**config.mk**
```make
export PLATFORM = sky130hd
export DESIGN_NAME = contador_param
export DESIGN_NICKNAME = d
export VERILOG_FILES = /design/src/rtl/contador_param.sv
export SDC_FILE = /design/constraint.sdc
export NUM_CORES = 1
export LEC_CHECK = 0
export BUFFER_PORTS_ARGS = -buffer_cell sky130_fd_sc_hd__buf_2
export CAP_MARGIN = 10
export CELL_PAD_IN_SITES_DETAIL_PLACEMENT = 2
export CELL_PAD_IN_SITES_GLOBAL_PLACEMENT = 2
export CORE_ASPECT_RATIO = 0.8
export CORE_MARGIN = 2
export CORE_UTILIZATION = 32
export CTS_CLUSTER_DIAMETER = 30
export DETAILED_ROUTE_END_ITERATION = 8
export PLACE_DENSITY_LB_ADDON = 0.1
export REMOVE_ABC_BUFFERS = 1
export SLEW_MARGIN = 0
export SYNTH_ARGS = -nofsm -noshare
export SYNTH_HDL_FRONTEND = slang
export SYNTH_SLANG_ARGS = --single-unit
export TNS_END_PERCENT = 10
```
**constraint.sdc**
```tcl
create_clock -name CLK -period 2.5 [get_ports CLK]
set_input_delay 0.5 -clock CLK [delete_from_list [all_inputs] [get_ports CLK]]
set_output_delay 0.5 -clock CLK [all_outputs]
set_load 0.02 [all_outputs]
```
**src/rtl/contador_param.sv**
```systemverilog
// contador_param: multi-mode counter (up, down, down-by-3, load) with carry pulses and wrap stats
module contador_param #(
    parameter int WIDTH  = 16,
    parameter int WRAP_W = 8
) (
    input  logic                 CLK,
    input  logic                 RST_N,
    input  logic                 ENB,
    input  logic [1:0]           MODO,
    input  logic [WIDTH-1:0]     D,
    output logic [WIDTH-1:0]     Q,
    output logic                 RCO,
    output logic [WIDTH/4-1:0]   RCO_SEG,
    output logic                 OVF,
    output logic [WRAP_W-1:0]    WRAPS
);
    localparam int NSEG = WIDTH / 4;

    logic [WIDTH-1:0]  q_q, q_d;
    logic [NSEG-1:0]   seg_q, seg_d, seg_c;
    logic              ovf_q, ovf_d;
    logic [WRAP_W-1:0] wraps_q, wraps_d;
    logic              wrap;

    // Carry/borrow out of bit 4i+3 depends only on the low 4i+4 bits
    for (genvar i = 0; i < NSEG; i++) begin : g_seg
        localparam int M = 4 * i + 4;
        logic [M-1:0] lo;
        assign lo = q_q[M-1:0];
        assign seg_c[i] = (MODO == 2'b00) ? &lo :
                          (MODO == 2'b01) ? ~|lo :
                          (MODO == 2'b10) ? (lo < M'(3)) : 1'b0;
    end

    assign wrap = seg_c[NSEG-1];

    always_comb begin
        q_d     = q_q;
        seg_d   = '0;
        ovf_d   = ovf_q;
        wraps_d = wraps_q;
        if (ENB) begin
            q_d     = (MODO == 2'b00) ? q_q + WIDTH'(1) :
                      (MODO == 2'b01) ? q_q - WIDTH'(1) :
                      (MODO == 2'b10) ? q_q - WIDTH'(3) : D;
            seg_d   = seg_c;
            ovf_d   = (MODO == 2'b11) ? 1'b0 : (ovf_q | wrap);
            wraps_d = (MODO == 2'b11) ? '0 :
                      (wrap && !(&wraps_q)) ? wraps_q + WRAP_W'(1) : wraps_q;
        end
    end

    always_ff @(posedge CLK or negedge RST_N) begin
        if (!RST_N) begin
            q_q     <= '0;
            seg_q   <= '0;
            ovf_q   <= 1'b0;
            wraps_q <= '0;
        end else begin
            q_q     <= q_d;
            seg_q   <= seg_d;
            ovf_q   <= ovf_d;
            wraps_q <= wraps_d;
        end
    end

    assign Q       = q_q;
    assign RCO     = seg_q[NSEG-1];
    assign RCO_SEG = seg_q;
    assign OVF     = ovf_q;
    assign WRAPS   = wraps_q;
endmodule

```
**Yosys cells after proc, flatten, opt, wreduce, memory -nomap -nowiden**

Cells that the tools add are included.

- Bits in registers: 29
- Bits in latches: 0
- Memory bits (writable): 0
- Bits in read-only memories: 0
- Bits of input ports: 21
- Output and inout bits: 30
- Word-level logic and storage cells: 53
- Memories kept: 0

- Add/sub/neg operators: 4
- Multipliers: 0
- Divide/modulo/power cells: 0
- Order comparisons: 4
- Equality and inequality tests: 3
- Shift operators: 0
- Muxes and demuxes: 19
- Bitwise logic cells: 1
- Reductions and logical operators: 18

Operators with widths:

| cell | count |
|---|---|
| 16-bit two-way mux | 3 |
| 16-bit by 1-bit adder with 16-bit output, second input constant | 1 |
| 16-bit by 2-bit less-than comparator with 1-bit output, second input constant | 1 |
| 8-bit two-way mux | 2 |
| 16-bit AND reduction | 1 |
| 8-bit AND reduction | 2 |
| 16-bit OR reduction | 1 |
| 16-bit by 1-bit subtractor with 16-bit output, second input constant | 1 |
| 16-bit by 2-bit subtractor with 16-bit output, second input constant | 1 |
| 1-bit two-way mux | 13 |
| 12-bit by 2-bit less-than comparator with 1-bit output, second input constant | 1 |
| 12-bit AND reduction | 1 |
| 12-bit OR reduction | 1 |
| 8-bit by 1-bit adder with 8-bit output, second input constant | 1 |
| 8-bit by 2-bit less-than comparator with 1-bit output, second input constant | 1 |
| 8-bit OR reduction | 1 |
| 1-bit logical NOT | 5 |
| 2-bit == test, second input constant | 2 |
| 4-bit by 2-bit less-than comparator with 1-bit output, second input constant | 1 |
| 4-bit two-way mux | 1 |
| 4-bit AND reduction | 1 |
| 4-bit OR reduction | 1 |
| 2-bit by 1-bit == test with 1-bit output, second input constant | 1 |
| 2-bit logical NOT | 1 |
| other kinds (4) | 4 |

**Longest topological paths before layout**

Gate-level depths: netlist (run 1).

- Depth in word-level cells: 7
- Mapped depth: 10
- Depth with buffers taken out: 8

**Least setup slack after synthesis (run 1)**

OpenSTA, ideal clock, no wires.

- Path type: flip-flop to flip-flop
- Start: register q_q[5], in the netlist Q[5]
- End: register q_q[6], in the netlist Q[6]
- Setup time: 0.121 ns
- Data arrival time: 2.174 ns
- Setup slack: 0.205 ns
- Stages on the path, launching flop included: 8
- Path buffers: 2
- Period minus slack after synthesis: 2.295 ns
- Path through: dfrtp_1 > buf_2 > or4_1 > clkbuf_1 > nor2_1 > xor2_1 > mux4_2 > a22o_1

- Cells in the longest elaborated chain, start to end: 4

RTL lines:

| what | line | RTL |
|---|---|---|
| start: declaration | 19 | `logic [WIDTH-1:0] q_q, q_d;` |
| start signal: assignment | 60 | `q_q <= q_d;` |
| 16-bit by 2-bit subtractor with 16-bit output | 45 | `(MODO == 2'b10) ? q_q - WIDTH'(3) : D;` |
| 16-bit two-way mux | 45 |  |
| 16-bit two-way mux | 44 | `(MODO == 2'b01) ? q_q - WIDTH'(1) :` |
| 16-bit two-way mux * | 43 | `q_d = (MODO == 2'b00) ? q_q + WIDTH'(1) :` |

Every way passes the cells marked *; elsewhere a longest branch is shown, timed or not.
A chain may end at the register's enable or synchronous reset.

**Worst setup path after layout (run 1)**

Ends and elaborated chain as after synthesis.

==> impl_results.rst, run 1 <==
.. list-table::
   :header-rows: 1

   * - Metric
     - Value
   * - Global-route usage over all layers
     - 23.50%
   * - CTS HTree Levels
     - 2
   * - Count of yosys warnings during synthesis
     - 0
   * - Number of placement rows
     - 29
   * - Clock skew
     - 0.01388 ns
   * - Count of buffers inserted at the top-level ports
     - 50
   * - Residual DRC
     - 0
   * - Top library cells by usage in the layout, fill and taps aside
     - 50 x buf_2, 39 x nand2_1, 28 x dfrtp_1, 27 x buf_4
   * - Area taken by multi-input logic gates
     - approximately 1700 µm²
   * - Number of max-capacitance violations reported
     - 0
   * - CTS Buf Count
     - 5
   * - Class of the worst hold path
     - in -> async
   * - Share of the cycle needed by the critical path after routing
     - between 90% and 100%
   * - Quantity of gates resized following cts
     - 0
   * - Total power of the final layout
     - approximately 2.0 mW
   * - Post-synthesis cell count
     - approximately 320
   * - Routed length per instance
     - 20.23 µm
   * - Worst-path cell chain
     - or4_1 -> nor2_1 -> xor2_1 -> mux4_2 -> a22o_1
   * - Mapped Avg Cell Area
     - 7.918 µm²
   * - Clock latency on the worst-skew pair
     - 0.29 ns
   * - Highest clock rate
     - about 0.42 GHz
   * - Transition at the pin with the smallest max-transition slack
     - 0.7202 ns
   * - Final Hold Fails
     - 0
   * - Top flip-flop cell by instance count after synthesis
     - dfrtp_1
   * - Clock transition time at the flip-flop clock pins of the worst setup and hold paths
     - ~0.080 ns
   * - Height of the chip
     - ~84 µm
   * - Routed wire length
     - a little under 10000 µm
   * - Fraction of met2 tracks used by global routing
     - ~37%
   * - Final weighted congestion in routability-driven placement
     - roughly 0.84
   * - Post-layout instance area
     - between 3000 and 4000 µm²
   * - Power per unit of standard cell area
     - approximately 630 nW/µm²
   * - Worst Path Max Fanout
     - 8
   * - Post-Place Cells
     - between 400 and 500
   * - Hold buffer count at CTS
     - 0
   * - Crit Path Class
     - reg -> reg
   * - Number of buffer and inverter instances along the worst setup path
     - 0
   * - Finish-stage setup viols
     - 0
   * - Syn-to-layout area delta
     - 21.72%
   * - Initial drt markers
     - approximately 140
   * - Endpoint required time on the critical path
     - roughly 2.7 ns
   * - Async S/R FF share, synth
     - between 90% and 100%
   * - Post-route setup slack
     - about 0.12 ns
   * - Pin count of the biggest net entering global routing
     - 33
   * - Number of filler instances in the final layout
     - 932
   * - Effective utilization at floorplan
     - around a third
   * - DRT Pass-1 Iters
     - 4
   * - Unrepaired setup endpoints after global routing
     - false
   * - Global-route track usage on met1
     - between 30% and 40%
   * - Syn Std Cell Area
     - 2557 µm²
   * - Cell with the largest stage delay on the worst path
     - or4_1
   * - CTS Buffer Depth
     - 2
   * - Flip-flop and latch count after synthesis
     - 29
   * - Worst IR drop on VDD
     - 0.0004055 V
   * - Final #Nets
     - around 400
   * - Cell at the root of the clock tree
     - clkbuf_8
   * - Arrival time at the worst endpoint
     - 2.56 ns
   * - Headroom to the max-slew limit
     - between 50% and 60%
   * - I/O pin count
     - 51
   * - Wire length of the first global-routing pass
     - 16240 µm
   * - Die Area
     - about 8700 µm²
   * - Number of antenna cells inserted
     - 0
   * - Number of global-route vias before repair
     - around 3000
   * - Grt total ovfl
     - 0
   * - Worst Hold Slack
     - 0.2613 ns
   * - CTS tree
     - built
   * - Largest stage delay on the critical path
     - between 0.6 and 0.7 ns
   * - Finished Layout Cells
     - 486
   * - Fraction of final layout cells with drive strength greater than 1
     - around 27%
   * - Setup Fix Bufs, Post-CTS
     - 0
   * - Chip Width
     - between 100 and 150 µm
   * - Most common cell after layout, fill and taps aside
     - buf_2
   * - Worst slack after detailed placement
     - between 0.1 and 0.15 ns
   * - HPWL reported at the end of detailed placement
     - 7498 µm
   * - Antenna-violating nets left
     - 0
   * - Slew Limit Fails
     - 0
   * - Fraction of the yosys area taken by sequential cells
     - 28.38%
   * - Min Tclk post-route
     - around 2.4 ns
   * - Gr busiest metal
     - met2
   * - Routed vias
     - 2780
   * - Clock sinks
     - 29
   * - Run status
     - finished clean
   * - Number of distinct library cells after synthesis
     - around 60
   * - Post-synth EDFFs
     - 0
   * - Kind of start point of the critical path
     - register
   * - Crit path capture type
     - register
   * - Leakage power figure
     - roughly 1.3 nW
   * - Top delay family on crit path
     - simple AND/OR/NAND/NOR gates
   * - Routed vias/inst
     - 5.720
   * - Register Area
     - 726.9 µm²
   * - Total cell area at the placement stage
     - 3022 µm²
   * - Core footprint
     - ~7800 µm²
   * - Met3 track utilization from global routing
     - 3.669%
   * - Antenna violations before repair
     - 0
[logic make-up after synthesis]
kind of cell | Yosys count | share of synthesized area (%)
DFF | 29 | 28.38
AOI/OAI and AO/OA | 89 | 22.80
and+or+nand+nor | 140 | 31.46
xor gates and xnor gates | 14 | 4.795
adders and majority gates | 4 | 1.957
buffers and inverters | 39 | 6.800
muxes | 8 | 3.816
[cells in the mapped netlist (6+ instances only)]
cell type | number | area [µm²]
a21oi_1 | 17 | 85.08
buf_2 | 7 | 35.03
clkbuf_1 | 16 | 60.06
dfrtp_1 | 29 | 725.7
inv_1 | 8 | 30.03
nand2_1 | 39 | 146.4
nand3_1 | 23 | 115.1
nor2_1 | 16 | 60.06
nor3_1 | 13 | 65.06
o211ai_1 | 6 | 45.04
o21ai_0 | 23 | 115.1
or3_1 | 6 | 37.54
xnor2_1 | 11 | 96.34
[worst register-to-register path, stage by stage (launching register included)]
cell,delay [ns]
dfrtp_1,0.46
or4_1,0.70
nor2_1,0.33
xor2_1,0.13
mux4_2,0.47
a22o_1,0.19
[layout make-up]
cell class	instances	share of cell area (%)
clock inverters	2	0.3215
repair buffers	78	15.19
clock buffers	6	2.331
well taps	108	4.341
flip-flops and latches	29	23.35
inverters	8	0.9646
multi-input cells	255	53.50
[per-layer routing]
metal  up-vias  part of all wire (%)
met5         -                     0
met4         0                  0.40
met3         5                   3.4
met2        44                    44
met1      1442                    52
li1       1289                     -
[state kept, by name, summed over array words and instances, names as in the netlist]
signal / flops
OVF: 1
Q: 16
RCO_SEG: 4
WRAPS: 8
[through the flow]
stage	setup TNS, ns	util (%)
floorplan	-0.08436	-
global placement	0	38.55
detailed placement	0	38.55
CTS	0	39.61
global route	0	39.72
finish	0	39.72
[worst paths after layout]
check | from | endpoint | slack, ns | cells after the start
max | Q[5] | Q[6] | 0.12 | 5
min | RST_N | Q[1] | 0.26 | 1
max reg2reg | Q[5] | Q[6] | 0.12 | 5
min reg2reg | OVF | OVF | 0.49 | 1
max in group asynchronous | RST_N | Q[8] | 1.72 | 1
min in group CLK | OVF | OVF | 0.49 | 1
[power breakdown]
part	internal [mW]	leakage [nW]	switching, mW
clock network	0.193	0.0450	0.202
logic	0.364	0.891	0.581
registers	0.530	0.371	0.0891
(Power assumes the default switching activity.)
==> run 2, diff against run 1 <==
--- a/config.mk
+++ b/config.mk
@@ -5,15 +5,14 @@
 export SDC_FILE = /design/constraint.sdc
 export NUM_CORES = 1
 export LEC_CHECK = 0
-export BUFFER_PORTS_ARGS = -buffer_cell sky130_fd_sc_hd__buf_2
 export CAP_MARGIN = 10
 export CELL_PAD_IN_SITES_DETAIL_PLACEMENT = 2
 export CELL_PAD_IN_SITES_GLOBAL_PLACEMENT = 2
-export CORE_ASPECT_RATIO = 0.8
 export CORE_MARGIN = 2
-export CORE_UTILIZATION = 32
+export CORE_UTILIZATION = 37
 export CTS_CLUSTER_DIAMETER = 30
 export DETAILED_ROUTE_END_ITERATION = 8
+export DONT_BUFFER_PORTS = 1
 export PLACE_DENSITY_LB_ADDON = 0.1
 export REMOVE_ABC_BUFFERS = 1
 export SLEW_MARGIN = 0
==> impl_results.rst, run 2 (same netlist as run 1, synthesis figures left out) <==
.. list-table::
   :header-rows: 1

   * - Metric
     - Value
   * - Run status
     - finished clean (unchanged)
   * - Finished Layout Cells
     - 409 (was 486)
   * - Headroom to the max-slew limit
     - 60.58% (was 51.98%)
   * - Power per unit of standard cell area
     - 664.2 nW/µm² (was 629.2 nW/µm²)
   * - Routed wire length
     - 9065 µm (was 9834 µm)
   * - HPWL reported at the end of detailed placement
     - 6568 µm (was 7498 µm)
   * - Residual DRC
     - 0 (unchanged)
   * - Antenna violations before repair
     - 0 (unchanged)
   * - Unrepaired setup endpoints after global routing
     - false (unchanged)
   * - CTS HTree Levels
     - 2 (unchanged)
   * - Worst IR drop on VDD
     - 0.0002574 V (was 0.0004055 V)
   * - Number of placement rows
     - 30 (was 29)
   * - Routed vias/inst
     - 6.355 (was 5.720)
   * - Clock transition time at the flip-flop clock pins of the worst setup and hold paths
     - 0.08 ns (about the same)
   * - Arrival time at the worst endpoint
     - 2.49 ns (was 2.56 ns)
   * - Number of global-route vias before repair
     - 2742 (was 2948)
   * - Die Area
     - 7593 µm² (was 8728 µm²)
   * - Effective utilization at floorplan
     - 37.85% (was 32.63%)
   * - Transition at the pin with the smallest max-transition slack
     - 0.5914 ns (was 0.7202 ns)
   * - Routed length per instance
     - 22.16 µm (was 20.23 µm)
   * - Post-Place Cells
     - 400 (was 478)
   * - CTS tree
     - built (unchanged)
   * - Worst Path Max Fanout
     - 7 (was 8)
   * - Global-route usage over all layers
     - 25.69% (was 23.50%)
   * - CTS Buf Count
     - 5 (unchanged)
   * - Pin count of the biggest net entering global routing
     - 47 (was 33)
   * - Number of antenna cells inserted
     - 0 (unchanged)
   * - Class of the worst hold path
     - in -> async (unchanged)
   * - Core footprint
     - 6756 µm² (was 7838 µm²)
   * - Final weighted congestion in routability-driven placement
     - 0.8773 (was 0.8405)
   * - Clock latency on the worst-skew pair
     - 0.29 ns (about the same)
   * - Highest clock rate
     - 0.4304 GHz (was 0.4207 GHz)
   * - Largest stage delay on the critical path
     - 0.73 ns (was 0.69 ns)
   * - Initial drt markers
     - 123 (was 143)
   * - Height of the chip
     - 87.14 µm (was 83.96 µm)
   * - R2r endpoint
     - Q[15] (was Q[6])
   * - Crit Path Class
     - reg -> reg (unchanged)
   * - Startpoint of the worst setup timing path
     - Q[3] (was Q[5])
   * - Worst-path cell chain
     - or4_1 -> nor4_1 -> nand4_1 -> o2111ai_1 -> a21oi_1 -> a211o_1 (was or4_1 -> nor2_1 -> xor2_1 -> mux4_2 -> a22o_1)
   * - Crit path capture type
     - register (unchanged)
   * - R2r startpoint
     - Q[3] (was Q[5])
   * - Top library cells by usage in the layout, fill and taps aside
     - 39 x nand2_1, 29 x dfrtp_1, 28 x buf_4, 23 x nand3_1, 23 x o21ai_0 (was 50 x buf_2, 39 x nand2_1, 28 x dfrtp_1, 27 x buf_4)
   * - Grt total ovfl
     - 0 (unchanged)
   * - Post-layout instance area
     - 2838 µm² (was 3113 µm²)
   * - Share of the cycle needed by the critical path after routing
     - 92.94% (was 95.08%)
   * - Leakage power figure
     - 1.091 nW (was 1.307 nW)
   * - Chip Width
     - 87.14 µm (was 104.0 µm)
   * - Setup Fix Bufs, Post-CTS
     - 0 (unchanged)
   * - Cell at the root of the clock tree
     - clkbuf_8 (unchanged)
   * - Worst Reg2Reg Path Length in Cells
     - 6 (was 5)
   * - Wire length of the first global-routing pass
     - 15120 µm (was 16240 µm)
   * - Cell with the largest stage delay on the worst path
     - or4_1 (unchanged)
   * - Kind of start point of the critical path
     - register (unchanged)
   * - Max reg flops
     - 16 (unchanged)
   * - I/O pin count
     - 51 (unchanged)
   * - Endpoint required time on the critical path
     - 2.67 ns (was 2.68 ns)
   * - Number of max-capacitance violations reported
     - 0 (unchanged)
   * - Syn-to-layout area delta
     - 10.96% (was 21.72%)
   * - Final Hold Fails
     - 0 (unchanged)
   * - Slew Limit Fails
     - 0 (unchanged)
   * - CTS Buffer Depth
     - 2 (unchanged)
   * - Count of buffers inserted at the top-level ports
     - 0 (was 50)
   * - Flop-to-flop setup slack
     - 0.18 ns (was 0.12 ns)
   * - Routed vias
     - 2599 (was 2780)
   * - Finish-stage setup viols
     - 0 (unchanged)
   * - Total power of the final layout
     - 1.885 mW (was 1.959 mW)
   * - Worst setup endpoint
     - Q[15] (was Q[6])
   * - Clock sinks
     - 29 (unchanged)
   * - Share of the core filled with cells in the final layout
     - 42.00% (was 39.72%)
   * - Clock skew
     - 0.01177 ns (was 0.01388 ns)
   * - Total cell area at the placement stage
     - 2724 µm² (was 3022 µm²)
   * - Most common cell after layout, fill and taps aside
     - nand2_1 (was buf_2)
   * - DRT Pass-1 Iters
     - 4 (unchanged)
   * - Antenna-violating nets left
     - 0 (unchanged)
   * - Final #Nets
     - 353 (was 402)
   * - Fraction of final layout cells with drive strength greater than 1
     - 16.41% (was 27.25%)
   * - Min Tclk post-route
     - 2.323 ns (was 2.377 ns)
-- run 2: worst min-delay path by stage --
stage               slack (ns)  depth (start not counted)       end
finish                    0.03                          1  WRAPS[5]
global route              0.03                          1  WRAPS[6]
CTS                       0.04                          1  WRAPS[6]
detailed placement        0.21                          0  WRAPS[6]
global placement          0.21                          0  WRAPS[6]
floorplan                 0.20                          0       OVF
-- run 2: power by group --
group	switching (mW)	total [mW]	internal [mW]
logic	0.482	0.811	0.330
clock network	0.224	0.416	0.192
registers	0.130	0.657	0.527
total	0.835	1.88	1.05
-- run 2: metal layers --
layer	track usage [%]	wire length, µm	up-vias	part of all wire, %
met5	0	0	-	0
met4	5.594	120	0	1.3
met3	4.645	297	10	3.3
met2	40.53	4299	49	47
met1	36.67	4348	1338	48
li1	-	-	1202	-
-- run 2: layout make-up --
| cell class | count | area [µm²] |
|---|---|---|
| multi-input combinational | 255 | 1665 |
| sequential | 29 | 725.7 |
| tap | 80 | 100.1 |
| clock buffer | 5 | 68.82 |
| inverter | 8 | 30.03 |
| fill | 800 | 3919 |
| clock inverter | 3 | 17.52 |
| timing repair buffer | 29 | 230.2 |
-- run 2: critical path: cells and delay by family, from the launching register on --
kind	cells	cell delay (ns)
AND/OR/NAND/NOR	3	1.24
AO/OA/AOI/OAI	3	0.50
flip-flops	1	0.45
-- run 2: timing repair --
action                                  CTS  global route
endpoints found under the setup margin    0             4
gates resized for setup                   0             2
hold endpoints to repair                 29             0
hold buffers                              1             0
-- run 2: stage by stage --
stage	setup TNS, ns	setup WS [ns]	hold WS (ns)
2_1_floorplan	-0.08436	-0.07011	0.2044
3_3_place_gp	0	0.2671	0.2053
3_5_place_dp	0	0.1811	0.2053
4_1_cts	0	0.1495	0.03509
5_1_grt	0	0.02870	0.02554
6_report	0	0.1766	0.02537
